## src/rtl/cart_loader_pkg.sv

```systemverilog
// rtl/cart_loader_pkg.sv - shared types and constants for the cartridge download stage
package cart_loader_pkg;

  typedef enum logic [1:0] {
    ST_IDLE,
    ST_LOAD,
    ST_WRITE,
    ST_FINISH
  } state_t;

  localparam logic [4:0]  SG_INDEX  = 5'd2;
  localparam logic [19:0] EXTRAM_LO = 20'h02000;
  localparam logic [19:0] EXTRAM_HI = 20'h03FFF;

  localparam logic [15:0] HDR_AA55 = 16'hAA55;
  localparam logic [15:0] HDR_55AA = 16'h55AA;

endpackage

```

## src/rtl/cart_loader.sv

```systemverilog
// rtl/cart_loader.sv - serialises HPS download bytes into SDRAM writes and derives cart metadata
module cart_loader
  import cart_loader_pkg::*;
#(
  parameter int         MAX_ABITS = 20,
  parameter logic [4:0] SG_INDEX  = cart_loader_pkg::SG_INDEX
) (
  input  logic                  clk_sys,
  input  logic                  reset,
  input  logic                  ioctl_download,
  input  logic [7:0]            ioctl_index,
  input  logic                  ioctl_wr,
  input  logic [24:0]           ioctl_addr,
  input  logic [7:0]            ioctl_dout,
  output logic                  ioctl_wait,
  output logic [MAX_ABITS-1:0]  mem_addr,
  output logic [7:0]            mem_din,
  output logic                  mem_we,
  input  logic                  mem_ready,
  output logic [MAX_ABITS-15:0] cart_pages,
  output logic                  sg1000,
  output logic                  extram,
  output logic                  hdr_ok,
  output logic                  size_err,
  output logic                  overrun,
  output logic                  load_done
);

  state_t state_q, state_d;

  logic [7:0] h0;
  logic       cand;
  logic       seen_end;
  logic       fall_seen;

  logic                  in_range;
  logic                  wr_accept;
  logic [19:0]           addr_lo;
  logic [MAX_ABITS-15:0] page;
  logic                  unused_index;

  assign in_range     = (ioctl_addr[24:MAX_ABITS] == '0);
  assign wr_accept    = (state_q == ST_LOAD) && ioctl_wr && in_range;
  assign addr_lo      = ioctl_addr[19:0];
  assign page         = ioctl_addr[MAX_ABITS-1:14];
  assign unused_index = ^ioctl_index[7:5];

  always_ff @(posedge clk_sys or posedge reset) begin
    if (reset) state_q <= ST_IDLE;
    else       state_q <= state_d;
  end

  // A download that ends while a write is stalled finishes straight from WRITE.
  always_comb begin
    state_d = state_q;
    case (state_q)
      ST_IDLE:   if (ioctl_download) state_d = ST_LOAD;
      ST_LOAD: begin
        if (wr_accept)            state_d = ST_WRITE;
        else if (!ioctl_download) state_d = ST_FINISH;
      end
      ST_WRITE: begin
        if (mem_ready) state_d = (fall_seen || !ioctl_download) ? ST_FINISH : ST_LOAD;
      end
      ST_FINISH: state_d = ST_IDLE;
      default:   state_d = ST_IDLE;
    endcase
  end

  always_ff @(posedge clk_sys or posedge reset) begin
    if (reset) begin
      ioctl_wait <= 1'b0;
      mem_addr   <= '0;
      mem_din    <= '0;
      mem_we     <= 1'b0;
      cart_pages <= '0;
      sg1000     <= 1'b0;
      extram     <= 1'b0;
      hdr_ok     <= 1'b0;
      size_err   <= 1'b0;
      overrun    <= 1'b0;
      load_done  <= 1'b0;
      h0         <= '0;
      cand       <= 1'b0;
      seen_end   <= 1'b0;
      fall_seen  <= 1'b0;
    end else begin
      load_done <= (state_d == ST_FINISH);
      if (state_d == ST_FINISH) extram <= sg1000 & cand & seen_end;

      case (state_q)
        ST_IDLE: begin
          if (ioctl_download) begin
            size_err   <= 1'b0;
            overrun    <= 1'b0;
            cart_pages <= '0;
            hdr_ok     <= 1'b0;
            extram     <= 1'b0;
            h0         <= '0;
            cand       <= 1'b0;
            seen_end   <= 1'b0;
            fall_seen  <= 1'b0;
            sg1000     <= (ioctl_index[4:0] == SG_INDEX);
          end
        end
        ST_LOAD: begin
          if (ioctl_wr && !in_range) size_err <= 1'b1;
          if (wr_accept) begin
            mem_addr   <= ioctl_addr[MAX_ABITS-1:0];
            mem_din    <= ioctl_dout;
            mem_we     <= 1'b1;
            ioctl_wait <= 1'b1;
            fall_seen  <= !ioctl_download;
            if (page > cart_pages) cart_pages <= page;
            if (addr_lo == 20'd0) h0 <= ioctl_dout;
            if (addr_lo == 20'd1)
              hdr_ok <= ({h0, ioctl_dout} == HDR_AA55) || ({h0, ioctl_dout} == HDR_55AA);
            // Extra RAM is inferred only if the whole 8 KiB window reads back as FF.
            if (sg1000) begin
              if (addr_lo == EXTRAM_LO)
                cand <= (ioctl_dout == 8'hFF);
              else if (addr_lo > EXTRAM_LO && addr_lo <= EXTRAM_HI)
                cand <= cand & (ioctl_dout == 8'hFF);
              if (addr_lo == EXTRAM_HI) seen_end <= 1'b1;
            end
          end
        end
        ST_WRITE: begin
          if (ioctl_wr)        overrun   <= 1'b1;
          if (!ioctl_download) fall_seen <= 1'b1;
          if (mem_ready) begin
            mem_we     <= 1'b0;
            ioctl_wait <= 1'b0;
          end
        end
        default: ;
      endcase
    end
  end

endmodule

```

## config.mk

```make
export PLATFORM = sky130hd
export DESIGN_NAME = cart_loader
export DESIGN_NICKNAME = d
export VERILOG_FILES = /design/src/rtl/cart_loader_pkg.sv /design/src/rtl/cart_loader.sv
export SDC_FILE = /design/constraint.sdc
export NUM_CORES = 1
export LEC_CHECK = 0
export CAP_MARGIN = 5
export CELL_PAD_IN_SITES_DETAIL_PLACEMENT = 0
export CELL_PAD_IN_SITES_GLOBAL_PLACEMENT = 2
export CORE_MARGIN = 1
export CORE_UTILIZATION = 28
export DETAILED_ROUTE_END_ITERATION = 10
export PLACE_DENSITY = 0.89
export SKIP_LAST_GASP = 1
export SLEW_MARGIN = 20
export SYNTH_ARGS = -nofsm -noshare
export SYNTH_HDL_FRONTEND = slang
export SYNTH_SLANG_ARGS = --single-unit
```

## constraint.sdc

```tcl
create_clock -name clk_sys -period 2.5 [get_ports clk_sys]
set_input_delay 0.75 -clock clk_sys [delete_from_list [all_inputs] [get_ports clk_sys]]
set_output_delay 0.75 -clock clk_sys [all_outputs]
set_load 0.03 [all_outputs]
```

==> results.txt <==
Vias in the first global route - 2463
Synth area leaders - dfrtp_1, mux2_2, ha_1
Post-synth ARST share - 100%
Slew HR - 66.9%
Register bit count reported by yosys - 54
Largest net degree at the start of global routing - 30
Logic pwr share - 48.9%
Max Fclk - 402 MHz
Root buf cell - clkbuf_8
Avg Vias per Cell - 4.82
End of the worst register-to-register path - hdr_ok$_DFFE_PP0P_
Filler instances - 904
Synth Area in Adders - 4.52%
Number of CTS-inserted buffers - 5
Clock power frac - 17.4%
Final #Nets - 432
Largest family of logic cells by synthesized area - simple AND/OR/NAND/NOR gates
CP Class - in -> reg
Post-route insts no fill - 506
# DRC - 0
Count of cell types in the netlist - 46
Hold Path End - fall_seen$_DFFE_PP0P_
Area Growth Syn to Fin - 51.6%
Chip height - 101 um
CTS Buffer Depth - 2
HP Class - reg -> reg
Core Area - 9420 um^2
Clk sinks - 54
Post-DRT Antenna Nets - 0
Post-synthesis mux area share - 11.7%
Clock-pin transition on the worst setup and hold timing paths - 0.10 ns
Cell taking the most area after synthesis - dfrtp_1
DPL Wire Length - 5710 um
Post-DR wirelength/cell - 15.0 um
Most used flip-flop cell after synthesis - dfrtp_1
Start point of the worst hold path - fall_seen$_DFFE_PP0P_
Sw frac - 39.7%
Fin crit share - 99.5%
Vias - 2439
Antenna diodes - 0
Number of post-CTS setup repair buffers - 0
Worst slew pin tran - 0.496 ns
Simple-gate share of the synthesized area - 18.4%
R2r setup slk - 0.46 ns
Die area - 10300 um^2
Post-Synth XOR/XNOR Area - 0%
First-pass GRT wire length - 12100 um
Setup violations, final - 0
Starting density of the core - 29.4%
Skew final - 0.0147 ns
NetSw - 1.41 mW
Cells after DPL - 497
Critical Path RT - 2.71 ns
Die Width - 101 um
YS warnings - 0
Initial antenna violation count - 0
Fin area - 4190 um^2
IO Count - 88
Tot GR Track Use - 14.8%
CTS tree - built
Share of layout cells above drive strength 1 - 22.5%
Max-cap viol count - 0
Synth Instances - 258
Pint - 2.14 mW
Post-synth EDFFs - 0
Worst Hold Path Cells - 2
Crit path time final - 2.49 ns
Port Buffers - 84
H-tree Lvls - 2
Rows - 35
Max FO, Critical Path - 6
Total gr overflow - 0
Leak Pwr - 1.81 nW
Syn Std Cell Area - 2770 um^2
Final Hold Vio Count - 0
R2r worst-path depth - 8
RR Startpoint - state_q[1]$_DFF_PP0_
Placed Area - 4030 um^2
Critical Path AT - 2.69 ns
Yosys top cell area share - 48.9%
DRT Wirelength - 7590 um
Synth Area in Compound Gates - 12.0%
TritonRoute pass-1 iters - 4
Slew Viols, Final - 0
GPL Wtd Cong - 0.813
Peak VDD IR - 305 uV
CP Capture Type - flip-flop
Worst setup SP type - input pin
Clock Latency Late Sink - 0.31 ns
Status - complete, no violations
Post-Syn Area per Cell - 10.7 um^2
Starting DRC count in detailed routing - 104
Syn Nets - 314
Register area share after synthesis - 48.9%
Part of the power in registers - 33.7%
Power per cell area - 848 nW/um^2
Final Util - 44.5%
-- per-layer routing --
metal	up-vias	GRT usage (%)	share of wire, %
li1	1188	-	-
met3	4	2.48	4.1
met4	0	2.68	0.61
met1	1192	19.9	47
met5	-	0	0
met2	55	25.4	48
-- Yosys cell counts, types with 4 or more instances --
master / number
a21oi_1: 10
nand2_1: 33
a31oi_1: 4
mux2_2: 23
nor4_1: 7
ha_1: 10
clkbuf_1: 4
o21ai_0: 8
and4_1: 4
dfrtp_1: 54
inv_1: 12
nand2b_1: 4
nand3_1: 14
o311ai_1: 6
a22o_1: 6
nor2_1: 9
mux2_1: 4
-- registers in the layout, summed over array words and instances, names as in the netlist, 2 cells and up --
register / flops
state_q: 2
mem_addr: 20
cart_pages: 6
mem_din: 8
h0: 8
-- area by class of cell --
type                            count  area (um^2)  share of cell area [%]
Clock inverter                      3         47.5                    1.13
Multi-Input combinational cell    180         1330                    31.8
Sequential cell                    54         1350                    32.2
Clock buffer                        5         68.8                    1.64
Tap cell                          129          161                    3.85
Inverter                           12         45.0                    1.07
Timing Repair Buffer              123         1190                    28.3
-- metrics by stage --
| step | total power, mW | worst slack (ns) | TNS (ns) | hold slack (ns) |
|---|---|---|---|---|
| after global placement | 2.90 | -0.291 | -5.54 | 0.472 |
| final | 3.56 | 0.0132 | 0 | 0.498 |
| after global routing | 3.76 | -0.0129 | -0.0691 | 0.528 |
| after detailed placement | 2.93 | -0.313 | -6.46 | 0.478 |
| after CTS | 3.56 | 0.0140 | 0 | 0.502 |
| after floorplan | 2.16 | 0.274 | 0 | 0.449 |
-- how the worst max path moves through the flow --
stage / startpoint / end / slack, ns / cells after the start
floorplan: ioctl_addr[20] / mem_addr[19]$_DFFE_PP0P_ / 0.27 / 6
global placement: ioctl_addr[18] / cart_pages[4]$_DFFE_PP0P_ / -0.29 / 6
detailed placement: ioctl_addr[19] / h0[2]$_DFFE_PP0P_ / -0.31 / 5
CTS: ioctl_addr[19] / h0[4]$_DFFE_PP0P_ / 0.01 / 5
global route: ioctl_addr[14] / cart_pages[2]$_DFFE_PP0P_ / -0.01 / 8
finish: ioctl_addr[14] / cart_pages[2]$_DFFE_PP0P_ / 0.01 / 8
-- critical path, stage by stage --
cell             delay (ns)
clkdlybuf4s50_1        0.58
inv_1                  0.10
ha_1                   0.20
nor2b_1                0.12
o21ai_0                0.11
a221oi_1               0.40
o21ai_2                0.17
a22o_1                 0.26
-- cells in the final DEF (no fill, tap or decap), types with 2 or more instances in the layout --
cell type	instances
nor4bb_1	2
nor2b_1	3
nor2_1	9
nor4_1	6
nor4b_1	2
mux2_1	4
nand2b_1	4
inv_1	11
clkdlybuf4s50_1	83
mux2i_1	2
buf_4	35
o21a_1	2
dfrtp_1	54
o311ai_2	3
and4_1	4
or4_4	3
o311ai_1	5
ha_1	10
o21ai_2	2
nand3_1	14
a22o_1	6
a21oi_1	10
buf_12	4
mux2_2	23
a221oi_1	2
o21ai_0	8
a31oi_1	4
nand4_1	3
nor3_1	3
clkbuf_8	5
nand2_1	32
-- power groups by stage --
stage                     combinational (mW)  sequential, mW  clock [mW]
after CTS                               1.72            1.20       0.632
after global placement                  1.69            1.21           0
after detailed placement                1.72            1.22           0
final                                   1.74            1.20       0.619
after floorplan                        0.618            1.54           0
after global routing                    1.86            1.22       0.673
-- cell families after synthesis --
kind of cell / after synthesis
AOI/OAI and AO/OA: 46
adders and majority gates: 10
buffers and inverters: 25
DFF: 54
muxes: 29
and+or+nand+nor: 94
-- repair_timing --
action / CTS / global route
endpoints found under the setup margin: 0 / 14
hold buffers: 0 / 0
gates resized for setup: 0 / 9
Note: power is estimated with default switching activity, not from simulation.
